[src/rtl/i2c_cmd_sequencer.sv]
// Host command front end for the i2c top block: FIFO-queued commands are issued one at a time
// with en held for TXN_CYCLES, and read data is returned on a valid/ready channel.
// Optional feature macro: I2C_SEQ_OVERFLOW_EN adds a sticky overflow flag (ovf) with clear (ovf_clr).
module i2c_cmd_sequencer #(
  parameter int FIFO_DEPTH = 4,
  parameter int TXN_CYCLES = 1200
) (
  input  logic        clk,
  input  logic        rst,
  input  logic        cmd_valid,
  output logic        cmd_ready,
  input  logic [6:0]  cmd_slave_addr,
  input  logic        cmd_rw,
  input  logic [7:0]  cmd_reg_addr,
  input  logic [31:0] cmd_wdata,
  output logic        rsp_valid,
  input  logic        rsp_ready,
  output logic [31:0] rsp_rdata,
  output logic        busy,
`ifdef I2C_SEQ_OVERFLOW_EN
  input  logic        ovf_clr,
  output logic        ovf,
`endif
  output logic        i2c_en,
  output logic [6:0]  i2c_slave_address,
  output logic        i2c_read_write,
  output logic [7:0]  i2c_register_address,
  output logic [31:0] i2c_data,
  input  logic [31:0] i2c_data_in
);

  localparam int PTR_W = $clog2(FIFO_DEPTH);
  localparam int CNT_W = $clog2(TXN_CYCLES + 1);
  localparam logic [PTR_W:0]   DEPTH_CNT = (PTR_W + 1)'(FIFO_DEPTH);
  localparam logic [CNT_W-1:0] CNT_LOAD  = CNT_W'(TXN_CYCLES - 1);

  typedef struct packed {
    logic [6:0]  slave_addr;
    logic        rw;
    logic [7:0]  reg_addr;
    logic [31:0] wdata;
  } cmd_t;

  typedef enum logic [1:0] {
    ST_IDLE,
    ST_WAIT,
    ST_RESP
  } state_t;

  cmd_t fifo_mem [FIFO_DEPTH];
  cmd_t cmd_in;
  cmd_t head;

  logic [PTR_W-1:0] wr_ptr_q, wr_ptr_d;
  logic [PTR_W-1:0] rd_ptr_q, rd_ptr_d;
  logic [PTR_W:0]   count_q, count_d;
  state_t           state_q, state_d;
  logic [CNT_W-1:0] cnt_q, cnt_d;
  logic             en_q, en_d;
  cmd_t             cur_q, cur_d;
  logic             rsp_valid_q, rsp_valid_d;
  logic [31:0]      rsp_rdata_q, rsp_rdata_d;
  logic             full;
  logic             push;
  logic             pop;

  assign cmd_in = '{slave_addr: cmd_slave_addr, rw: cmd_rw, reg_addr: cmd_reg_addr, wdata: cmd_wdata};
  assign full   = (count_q == DEPTH_CNT);
  assign push   = cmd_valid && !full;
  assign head   = fifo_mem[rd_ptr_q];

  // Storage carries no reset: only the pointers and count define what is valid.
  always_ff @(posedge clk) begin
    if (push) begin
      fifo_mem[wr_ptr_q] <= cmd_in;
    end
  end

  always_comb begin
    wr_ptr_d = wr_ptr_q;
    rd_ptr_d = rd_ptr_q;
    count_d  = count_q;
    if (push) begin
      wr_ptr_d = wr_ptr_q + 1'b1;
    end
    if (pop) begin
      rd_ptr_d = rd_ptr_q + 1'b1;
    end
    case ({push, pop})
      2'b10:   count_d = count_q + 1'b1;
      2'b01:   count_d = count_q - 1'b1;
      default: count_d = count_q;
    endcase
  end

  always_comb begin
    state_d     = state_q;
    cnt_d       = cnt_q;
    en_d        = en_q;
    cur_d       = cur_q;
    rsp_valid_d = rsp_valid_q;
    rsp_rdata_d = rsp_rdata_q;
    pop         = 1'b0;
    case (state_q)
      ST_IDLE: begin
        if (count_q != '0) begin
          pop     = 1'b1;
          cur_d   = head;
          en_d    = 1'b1;
          cnt_d   = CNT_LOAD;
          state_d = ST_WAIT;
        end
      end
      ST_WAIT: begin
        if (cnt_q == '0) begin
          en_d = 1'b0;
          // Read data is sampled on the same edge that ends the en window.
          if (cur_q.rw) begin
            rsp_rdata_d = i2c_data_in;
            rsp_valid_d = 1'b1;
            state_d     = ST_RESP;
          end else begin
            state_d = ST_IDLE;
          end
        end else begin
          cnt_d = cnt_q - 1'b1;
        end
      end
      ST_RESP: begin
        if (rsp_ready) begin
          rsp_valid_d = 1'b0;
          state_d     = ST_IDLE;
        end
      end
      default: begin
        state_d = ST_IDLE;
      end
    endcase
  end

  always_ff @(posedge clk or negedge rst) begin
    if (!rst) begin
      wr_ptr_q    <= '0;
      rd_ptr_q    <= '0;
      count_q     <= '0;
      state_q     <= ST_IDLE;
      cnt_q       <= '0;
      en_q        <= 1'b0;
      cur_q       <= '0;
      rsp_valid_q <= 1'b0;
      rsp_rdata_q <= '0;
    end else begin
      wr_ptr_q    <= wr_ptr_d;
      rd_ptr_q    <= rd_ptr_d;
      count_q     <= count_d;
      state_q     <= state_d;
      cnt_q       <= cnt_d;
      en_q        <= en_d;
      cur_q       <= cur_d;
      rsp_valid_q <= rsp_valid_d;
      rsp_rdata_q <= rsp_rdata_d;
    end
  end

`ifdef I2C_SEQ_OVERFLOW_EN
  logic ovf_q, ovf_d;

  // A rejected command on the same cycle as a clear keeps the flag set.
  always_comb begin
    ovf_d = (ovf_q && !ovf_clr) || (cmd_valid && full);
  end

  always_ff @(posedge clk or negedge rst) begin
    if (!rst) begin
      ovf_q <= 1'b0;
    end else begin
      ovf_q <= ovf_d;
    end
  end

  assign ovf = ovf_q;
`endif

  assign cmd_ready            = !full;
  assign busy                 = (count_q != '0) || (state_q != ST_IDLE);
  assign rsp_valid            = rsp_valid_q;
  assign rsp_rdata            = rsp_rdata_q;
  assign i2c_en               = en_q;
  assign i2c_slave_address    = cur_q.slave_addr;
  assign i2c_read_write       = cur_q.rw;
  assign i2c_register_address = cur_q.reg_addr;
  assign i2c_data             = cur_q.wdata;

endmodule
[config.mk]
export PLATFORM = sky130hd
export DESIGN_NAME = i2c_cmd_sequencer
export DESIGN_NICKNAME = d
export VERILOG_FILES = /design/src/rtl/i2c_cmd_sequencer.sv
export SDC_FILE = /design/constraint.sdc
export NUM_CORES = 1
export LEC_CHECK = 0
export CAP_MARGIN = 20
export CORE_ASPECT_RATIO = 0.9
export CORE_MARGIN = 2
export CORE_UTILIZATION = 58
export CTS_CLUSTER_DIAMETER = 200
export CTS_CLUSTER_SIZE = 28
export DETAILED_ROUTE_END_ITERATION = 8
export GPL_TIMING_DRIVEN = 0
export PLACE_DENSITY = 0.95
export SYNTH_ARGS = -nofsm -noshare
export SYNTH_HDL_FRONTEND = slang
export SYNTH_SLANG_ARGS = --single-unit
[constraint.sdc]
create_clock -name clk -period 5.2 [get_ports clk]
set_input_delay 1.04 -clock clk [delete_from_list [all_inputs] [get_ports clk]]
set_output_delay 1.04 -clock clk [all_outputs]
set_load 0.01 [all_outputs]
# Yosys cells after proc, flatten, opt, wreduce, memory -nomap -nowiden

Memories as Yosys holds them, arrays and structs flattened. A register that Yosys moved wholly into a read port is not among the register bits.
Index checks and enable logic that the tools add are counted.

Add/subtract/negate cells: 5
Equal/unequal tests: 10
Multiplexer cells: 20
Reductions and logical operators: 17

Operators with widths:

| kind                                                                  | number |
|---|---|
| 11-bit two-way mux                                                    | 2 |
| 11-bit case mux with 2 select lines                                   | 1 |
| 3-bit AND reduction                                                   | 4 |
| 11-bit zero test                                                      | 1 |
| 11-bit by 1-bit subtractor with 11-bit output, second input constant  | 1 |
| 2-bit inequality test, second input constant                          | 5 |
| 1-bit two-way mux                                                     | 9 |
| 2-bit two-way mux                                                     | 4 |
| 2-bit nonzero test                                                    | 4 |
| 2-bit case mux with 3 select lines                                    | 1 |
| 3-bit case mux with 2 select lines                                    | 1 |
| 2-bit by 1-bit adder with 2-bit output, second input constant         | 2 |
| 2-bit by 1-bit equality test with 1-bit output, second input constant | 2 |
| 2-bit equality test, second input constant                            | 2 |
| 1-bit case mux with 2 select lines                                    | 2 |
| 4-bit AND reduction                                                   | 1 |
| 3-bit by 1-bit adder with 3-bit output, second input constant         | 1 |
| 3-bit equality test, second input constant                            | 1 |
| 3-bit nonzero test                                                    | 1 |
| 3-bit by 1-bit subtractor with 3-bit output, second input constant    | 1 |
| 1-bit zero test                                                       | 2 |
| 2-bit zero test                                                       | 1 |
| 2-bit AND reduction                                                   | 1 |
| 1-bit logical AND                                                     | 1 |
| 1-bit logical OR                                                      | 1 |

Register bits: 54
Bits in writable memories: 192
Output and inout port bits: 84
Memories kept: 1

Memories:

| name     | words | bits a word | rd ports | clocked after memory_dff | wr ports | line | text |
|---|---|---|---|---|---|---|---|
| fifo_mem | 4     | 48          | 1        | 1                        | 1        | 50   | `cmd_t fifo_mem [FIFO_DEPTH];` |

# Longest topological paths before layout

Gate-level depths: netlist (run 1).

Depth in word-level cells: 5
Mapped depth: 10
Mapped depth without buffers: 10

# Least setup slack after synthesis (run 1)

OpenSTA, ideal clock, no wires.

Path type: input to register
Start point: input port cmd_valid
End point: memory fifo_mem[0][0] (netlist name) (enable)
Arrival time: 2.225 ns
Required time: 4.789 ns
Setup slack: 2.564 ns
Stages on the path: 1
Path buffers: 0
Cell sequence: and3_1

Longest elaborated chain between the ends: 3

RTL lines:

| item                                    | line | text |
|---|---|---|
| from (decl)                             | 10   | `input logic cmd_valid,` |
| 1-bit logical AND                       | 69   | `assign push = cmd_valid && !full;` |
| 1-bit two-way mux                       | 74   | `if (push) begin` |
| 1-bit two-way mux (implied by the code) | 75   | `fifo_mem[wr_ptr_q] <= cmd_in;` |
| to (decl)                               | 50   |  |

No other way between the ends.

# Final worst setup path (run 1)

Start point: register count_q[0]
End point: output port busy

Longest elaborated chain between the ends: 2

RTL lines:

| item                   | line | text |
|---|---|---|
| from (decl)            | 56   | `logic [PTR_W:0] count_q, count_d;` |
| from (signal assigned) | 155  | `count_q <= count_d;` |
| 3-bit nonzero test     | 185  | `assign busy = (count_q != '0) \|\| (state_q != ST_IDLE);` |
| 1-bit logical OR       | 185  |  |
| to (decl)              | 19   | `output logic busy,` |

No other way between the ends.

==> flow_summary.json, run 1 <==
{
  "die_height_um": 136,
  "syn_inst": 642,
  "final_common_cell": "edfxtp_1",
  "outcome": "complete, no violations",
  "wl_per_cell_um": 20.9,
  "critPathArrivalTime_ns": 1.72,
  "fmax_mhz": 363,
  "antenna_left": 0,
  "synth_seq_cells": 294,
  "antenna_found_initial": 0,
  "met3WireLength_um": 1510,
  "clock_skew_ns": 0.0174,
  "synthDistinctLibCells": 44,
  "dp_hpwl_um": 15000,
  "fin_hold_ws_ns": 0.482,
  "drtIter0Drc": 399,
  "postSynth.asyncResetShare_pct": 34.7,
  "synth_edf_count": 192,
  "drv_slew": 0,
  "fin_crit_ns": 2.76,
  "port_buffers": 167,
  "hp-class": "reg2reg",
  "end_kind": "output port",
  "cts_tree": "built",
  "grt_setup_unrepaired": "false",
  "cap_violations": 0,
  "grt_max_degree": 53,
  "synth-seq-area-share_pct": 74.4,
  "total_power_mw": 6.84,
  "irDropWorstVdd_mv": 0.309,
  "avgSynthCellArea_um2": 17.4,
  "cp_num_buf_inv": 1,
  "synth_area_um2": 11200,
  "clk_pin_slew_worst_paths_ns": 0.10,
  "nets": 921,
  "place_congestion": 0.811,
  "wl_met1_um": 9180,
  "required_ns": 4.16,
  "drt_first_pass_iters": 5,
  "crit_chain": "nor3_1 > nand2_1 > clkdlybuf4s50_1",
  "avgViaCountPerCell": 5.62,
  "wirelength_um": 22700,
  "layout_common_cells": "edfxtp_1, clkdlybuf4s50_1, nand2_1",
  "grt_pass1_wl_um": 34500,
  "die_w_um": 150,
  "cts.repair.resized": 0,
  "root_buffer": "clkbuf_16",
  "placementRows": 48,
  "gr-usage-all-layers_pct": 22.4,
  "io_pins": 168,
  "h-tree-depth": 1,
  "critical_path_class": "reg2out",
  "cp-start-kind": "flip-flop",
  "setup_viol": 0,
  "drive_gt1_share_pct": 14.7,
  "diodes": 0,
  "post-cts-setup-buffers": 0,
  "core_area_um2": 19000,
  "p_per_area_nw_per_um2": 499,
  "worstPathMaxFanout": 3,
  "finalHoldViolations": 0,
  "relSlewSlack_pct": 50.5,
  "tightestPinTransition_ns": 0.743,
  "cts_buffers": 14,
  "met2_length_um": 11600,
  "crit_family": "buffers and inverters",
  "start_util_pct": 58.8,
  "p_leak_nw": 5.25,
  "cts.hold.buffers_added": 0,
  "drc": 0,
  "syn_nets": 733,
  "grt_overflow": 0,
  "yosys_warnings": 0,
  "period_share_pct": 53.0,
  "synthToLayoutAreaGrowth_pct": 22.5,
  "crit_slowest_cell": "clkdlybuf4s50_1",
  "die-area_um2": 20400,
  "clock_latency_ns": 0.49,
  "first_global_vias": 6307,
  "clockBufferDepth": 3,
  "top_layer": "met4",
  "vias": 6113,
  "synth_ff_type": "edfxtp_1",
  "slowest_delay_ns": 0.50,
  "cts_sinks": 294
}
==> tightest hold or removal path: cells and delay by family (launching register included) <==
family | cells | cell delay (ns)
and+or+nand+nor | 2 | 0.10
DFF | 1 | 0.35
==> final cells by class <==
| cell class | instances | area [µm²] |
|---|---|---|
| well taps | 250 | 313 |
| repair buffers | 172 | 1780 |
| clock inverters | 1 | 16.3 |
| multi-input cells | 308 | 2690 |
| inverters | 13 | 48.8 |
| fillers | 1117 | 5340 |
| plain buffers | 27 | 133 |
| flip-flops and latches | 294 | 8320 |
| clock buffers | 23 | 405 |
==> registers in the layout, summed over array words and instances (netlist names), 2 cells and up <==
register              count
fifo_mem                192
i2c_data                 32
rsp_rdata                32
cnt_q                    11
i2c_register_address      8
i2c_slave_address         7
count_q                   3
rd_ptr_q                  2
state_q                   2
wr_ptr_q                  2
==> worst paths after layout <==
path | startpoint | end | slack (ns) | cells past startpoint
max in group asynchronous | rst | i2c_slave_address[6] | 3.90 | 2
worst min-delay path | i2c_data[17] | i2c_data[17] | 0.48 | 2
min in group asynchronous | rst | rsp_rdata[12] | 0.61 | 1
worst max-delay path | count_q[0] | busy | 2.44 | 3
worst min register to register | i2c_data[17] | i2c_data[17] | 0.48 | 2
worst max register to register | state_q[1] | count_q[2] | 2.76 | 10
==> stage by stage <==
stage	cells	TNS [ns]	setup WS [ns]	utilization (%)	cell area [µm²]
after global placement	1059	-91.11	-0.903	69.2	13200
final	1088	0	2.44	72.0	13700
after CTS	1088	0	2.41	72.0	13700
after floorplan	642	0	2.56	-	11200
after global routing	1088	0	2.34	72.0	13700
after detailed placement	1064	0	2.35	69.8	13300
==> cells in the mapped netlist (all sizes together) (3+ instances only) <==
library cell,n,area (µm²)
and3,4,25.0
a21oi,4,20.0
xnor2,5,43.8
edfxtp,192,5770
ha,6,75.1
and2,3,21.3
clkbuf,9,33.8
inv,13,48.8
nor2,9,33.8
nand2,156,586
o21ai,4,20.0
dfrtp,102,2550
buf,18,98.8
mux2,33,477
mux2i,4,40.0
mux4,48,1080
nand3,6,42.5
==> kinds of logic after synthesis <==
group	synth area share, %
AO/OA/AOI/OAI	0.973
XOR/XNOR	0.548
adder cells (fa/ha/maj)	0.850
buffers and inverters	1.62
flip-flops	74.4
multiplexers	14.3
AND/OR/NAND/NOR	7.36
==> power by group <==
group / switching (mW) / internal [mW]
Combinational: 1.17 / 1.09
Sequential: 0.250 / 3.09
Clock: 0.685 / 0.551
==> per-layer routing <==
layer / GRT usage, % / vias up
met5: 0 / -
met4: 4.45 / 0
met3: 3.80 / 30
met2: 38.9 / 223
met1: 30.3 / 3140
li1: - / 2720
(Power assumes the default switching activity.)
==> run 2, diff against run 1 <==
- CORE_UTILIZATION: 58 -> 54
- PLACE_DENSITY: 0.95 -> 0.9
- clock period: 5.2 -> 2.85 ns (I/O delays scaled with it)
==> flow_summary.json, run 2 (synthesis results as in run 1) <==
{
  "outcome": "complete, no violations",
  "cts.repair.resized": 0,
  "cts_sinks": 294,
  "tightestPinTransition_ns": 0.872,
  "cp.depth": 10,
  "h-tree-depth": 1,
  "clock_latency_ns": 0.50,
  "fill_cells": 1301,
  "irDropWorstVdd_mv": 0.920,
  "worstPathMaxFanout": 10,
  "cp_num_buf_inv": 3,
  "grt_setup_unrepaired": "false",
  "crit_family": "adder cells",
  "antenna_left": 0,
  "placementRows": 49,
  "drt_first_pass_iters": 5,
  "cts.hold.buffers_added": 0,
  "grt_overflow": 0,
  "dpl_cell_area_um2": 13300,
  "crit_slowest_cell": "dfrtp_1",
  "post-cts-setup-buffers": 0,
  "grt_max_degree": 56,
  "p_per_area_nw_per_um2": 906,
  "fmax_mhz": 400,
  "r2r_end": "count_q[2]",
  "layout_common_cells": "edfxtp_1, clkdlybuf4s50_1, nand2_1",
  "r2r_cells": 10,
  "drc": 0,
  "vias": 6069,
  "regToRegStartpoint": "state_q[0]",
  "total_power_mw": 12.4,
  "place_congestion": 0.801,
  "final_common_cell": "edfxtp_1",
  "hp-class": "in2async",
  "die_w_um": 156,
  "core_area_um2": 20200,
  "first_global_vias": 6349,
  "critPathArrivalTime_ns": 2.92,
  "clock_skew_ns": 0.0299,
  "cp-start-kind": "flip-flop",
  "clk_pin_slew_worst_paths_ns": 0.11,
  "largest_register_ff_count": 192,
  "diodes": 0,
  "stdcell_area_um2": 13700,
  "port_buffers": 167,
  "end_kind": "flip-flop",
  "relSlewSlack_pct": 41.9,
  "nets": 921,
  "clockBufferDepth": 3,
  "required_ns": 3.27,
  "critical_path_class": "reg2reg",
  "slowest_delay_ns": 0.44,
  "die-area_um2": 21900,
  "wl_per_cell_um": 20.1,
  "start_util_pct": 55.5,
  "fin_hold_ws_ns": 0.113,
  "cts_buffers": 14,
  "fin_setup_tns_ns": 0,
  "top_register": "fifo_mem",
  "io_pins": 168,
  "r2r_slack_ns": 0.35,
  "wirelength_um": 22000,
  "gr-usage-all-layers_pct": 20.6,
  "p_leak_nw": 5.25,
  "avgViaCountPerCell": 5.55,
  "crit_chain": "nor2_1 > nand2b_1 > inv_1 > clkbuf_1 > ha_1 > inv_1 > fa_1 > xor2_1 > nor2_1 > xor2_1",
  "fin_crit_ns": 2.50,
  "synthToLayoutAreaGrowth_pct": 22.5,
  "finalHoldViolations": 0,
  "cap_violations": 0,
  "drv_slew": 0,
  "grt_pass1_wl_um": 34700,
  "drtIter0Drc": 361,
  "period_share_pct": 87.8,
  "antenna_found_initial": 1,
  "die_height_um": 141,
  "drive_gt1_share_pct": 14.7,
  "dp_hpwl_um": 14900,
  "root_buffer": "clkbuf_16",
  "cts_tree": "built",
  "setup_viol": 0
}
-- run 2: worst max path at each step --
| stage | start | end | slack [ns] |
|---|---|---|---|
| floorplan | count_q[0] | fifo_mem[0][0] | 0.58 |
| global placement | rst | i2c_data[1] | -2.94 |
| detailed placement | cmd_valid | fifo_mem[3][0] | 0.36 |
| CTS | state_q[1] | count_q[2] | 0.34 |
| global route | state_q[0] | count_q[2] | 0.14 |
| finish | state_q[0] | count_q[2] | 0.35 |
-- run 2: final cells by class --
type | count | area [µm²] | area share (%)
flip-flops and latches | 294 | 8320 | 60.7
inverters | 13 | 48.8 | 0.356
clock buffers | 22 | 380 | 2.77
clock inverters | 2 | 32.5 | 0.237
multi-input cells | 308 | 2690 | 19.6
well taps | 255 | 319 | 2.33
plain buffers | 27 | 133 | 0.968
repair buffers | 172 | 1780 | 13.0
-- run 2: where the power goes --
part | internal (mW) | switching [mW]
registers | 5.64 | 0.469
clock network | 0.960 | 1.27
logic | 1.99 | 2.08
-- run 2: routing by layer --
layer  vias to the layer above  global-route usage, %  routed length [µm]
li1                       2733                      -                   -
met1                      3071                   28.0                9110
met3                        25                   4.33                1540
met2                       238                   35.3               11000
met5                         -                      0                  13
met4                         2                   3.62                 310
-- run 2: worst reg2reg max path, cell delays in order (launching register included) --
cell and delay [ns]:
dfrtp_1 0.44, nor2_1 0.15, nand2b_1 0.09, inv_1 0.12, clkbuf_1 0.43, ha_1 0.29, inv_1 0.07, fa_1 0.37
xor2_1 0.16, nor2_1 0.15, xor2_1 0.16
-- run 2: stage by stage --
step                      util [%]  std cells  setup slack [ns]
after floorplan                  -        642             0.581
after global placement        65.3       1064             -2.94
after detailed placement      65.9       1069             0.365
after CTS                     68.0       1093             0.338
after global routing          68.0       1093             0.142
final                         68.0       1093             0.348
==> run 3, diff against run 2 <==
- CORE_ASPECT_RATIO: 0.9 -> 0.5
- GPL_ROUTABILITY_DRIVEN: unset -> 0
==> flow_summary.json, run 3 (synthesis results as in run 1) <==
{
  "synthToLayoutAreaGrowth_pct": 22.7,
  "antenna_left": 0,
  "r2r_cells": 10,
  "die_w_um": 208,
  "cts.hold.buffers_added": 0,
  "layout_common_cells": "edfxtp_1, clkdlybuf4s50_1, nand2_1",
  "root_buffer": "clkbuf_16",
  "cts.repair.resized": 0,
  "post-cts-setup-buffers": 0,
  "drv_slew": 0,
  "die-area_um2": 22000,
  "avgViaCountPerCell": 5.46,
  "io_pins": 168,
  "drc": 0,
  "relSlewSlack_pct": 55.4,
  "period_share_pct": 86.6,
  "fin_hold_ws_ns": 0.0966,
  "fin_setup_tns_ns": 0,
  "utilization_pct": 67.2,
  "worstPathMaxFanout": 10,
  "port_buffers": 167,
  "stdcell_count": 1110,
  "placementRows": 37,
  "finalHoldViolations": 0,
  "start_util_pct": 54.8,
  "cp-start-kind": "flip-flop",
  "top_register": "fifo_mem",
  "die_height_um": 106,
  "first_global_vias": 6350,
  "p_leak_nw": 5.25,
  "fmax_mhz": 405,
  "gr-usage-all-layers_pct": 20.6,
  "drive_gt1_share_pct": 14.7,
  "r2r_slack_ns": 0.38,
  "core_area_um2": 20400,
  "end_kind": "flip-flop",
  "setup_viol": 0,
  "drt_first_pass_iters": 5,
  "dpl_cell_area_um2": 13300,
  "p_per_area_nw_per_um2": 909,
  "tightestPinTransition_ns": 0.669,
  "critical_path_class": "reg2reg",
  "stdcell_area_um2": 13700,
  "fill_cells": 1325,
  "critPathArrivalTime_ns": 2.89,
  "clockBufferDepth": 3,
  "grt_overflow": 0,
  "clk_pin_slew_worst_paths_ns": 0.11,
  "grt_pass1_wl_um": 34900,
  "cap_violations": 0,
  "cts_buffers": 14,
  "grt_setup_unrepaired": "false",
  "irDropWorstVdd_mv": 0.414,
  "grt_max_degree": 55,
  "pre_cts_ws_ns": 0.366,
  "cts_sinks": 294,
  "wl_per_cell_um": 19.9,
  "finalWorstSetupSlack_ns": 0.381,
  "largest_register_ff_count": 192,
  "required_ns": 3.27,
  "vias": 6065,
  "total_power_mw": 12.5,
  "clock_latency_ns": 0.49,
  "place_inst": 1087,
  "diodes": 0,
  "clock_skew_ns": 0.0180,
  "cts_tree": "built",
  "regToRegStartpoint": "state_q[1]",
  "antenna_found_initial": 0,
  "final_common_cell": "edfxtp_1",
  "drtIter0Drc": 482,
  "dp_hpwl_um": 14600,
  "outcome": "complete, no violations",
  "r2r_end": "count_q[2]",
  "fin_crit_ns": 2.47,
  "nets": 921,
  "hp-class": "in2async",
  "h-tree-depth": 1,
  "wirelength_um": 22100
}
run 3: cell count changes in the layout (fill, tap and decap cells not counted), sizes merged:
cell    previous run  this run
clkinv             1         0
run 3: per-layer routing:
layer  up-vias  track usage [%]  routed length, µm
met2       187             35.2              11100
met4         0             6.22                553
met1      3116             27.8               9370
met3        36             3.16               1070
met5         -                0                  0
li1       2726                -                  -
run 3: report_power, final:
part	switching, mW	total, mW	internal (mW)
Clock	1.28	2.28	1.00
Sequential	0.448	6.09	5.64
Combinational	2.12	4.11	1.99
Total	3.85	12.5	8.63
run 3: area by class of cell:
type	instances	area (µm²)	area share [%]
clock buffer	22	402	2.93
clock inverter	1	16.3	0.118
timing repair buffer	172	1780	12.9
inverter	13	48.8	0.355
sequential	294	8320	60.6
multi-input combinational	308	2690	19.6
tap	273	342	2.49
buffer	27	133	0.966
run 3: worst max-delay path, cell delays in order, from the launching register on:
cell and delay (ns):
dfrtp_1 0.46, nor2_1 0.16, nand2b_1 0.09, inv_1 0.11, clkbuf_1 0.43, ha_1 0.28
inv_1 0.06, fa_1 0.38, xor2_1 0.15, nor2_1 0.12, xor2_1 0.16
run 3: worst max-delay path by stage:
stage / start / to / slack (ns) / depth (start not counted)
after global routing: state_q[1] / count_q[2] / 0.13 / 10
final: state_q[1] / count_q[2] / 0.38 / 10
after detailed placement: state_q[0] / count_q[2] / 0.37 / 10
after floorplan: count_q[0] / fifo_mem[0][0] / 0.58 / 3
after CTS: state_q[1] / count_q[2] / 0.34 / 10
after global placement: rst / i2c_data[8] / -2.99 / 1
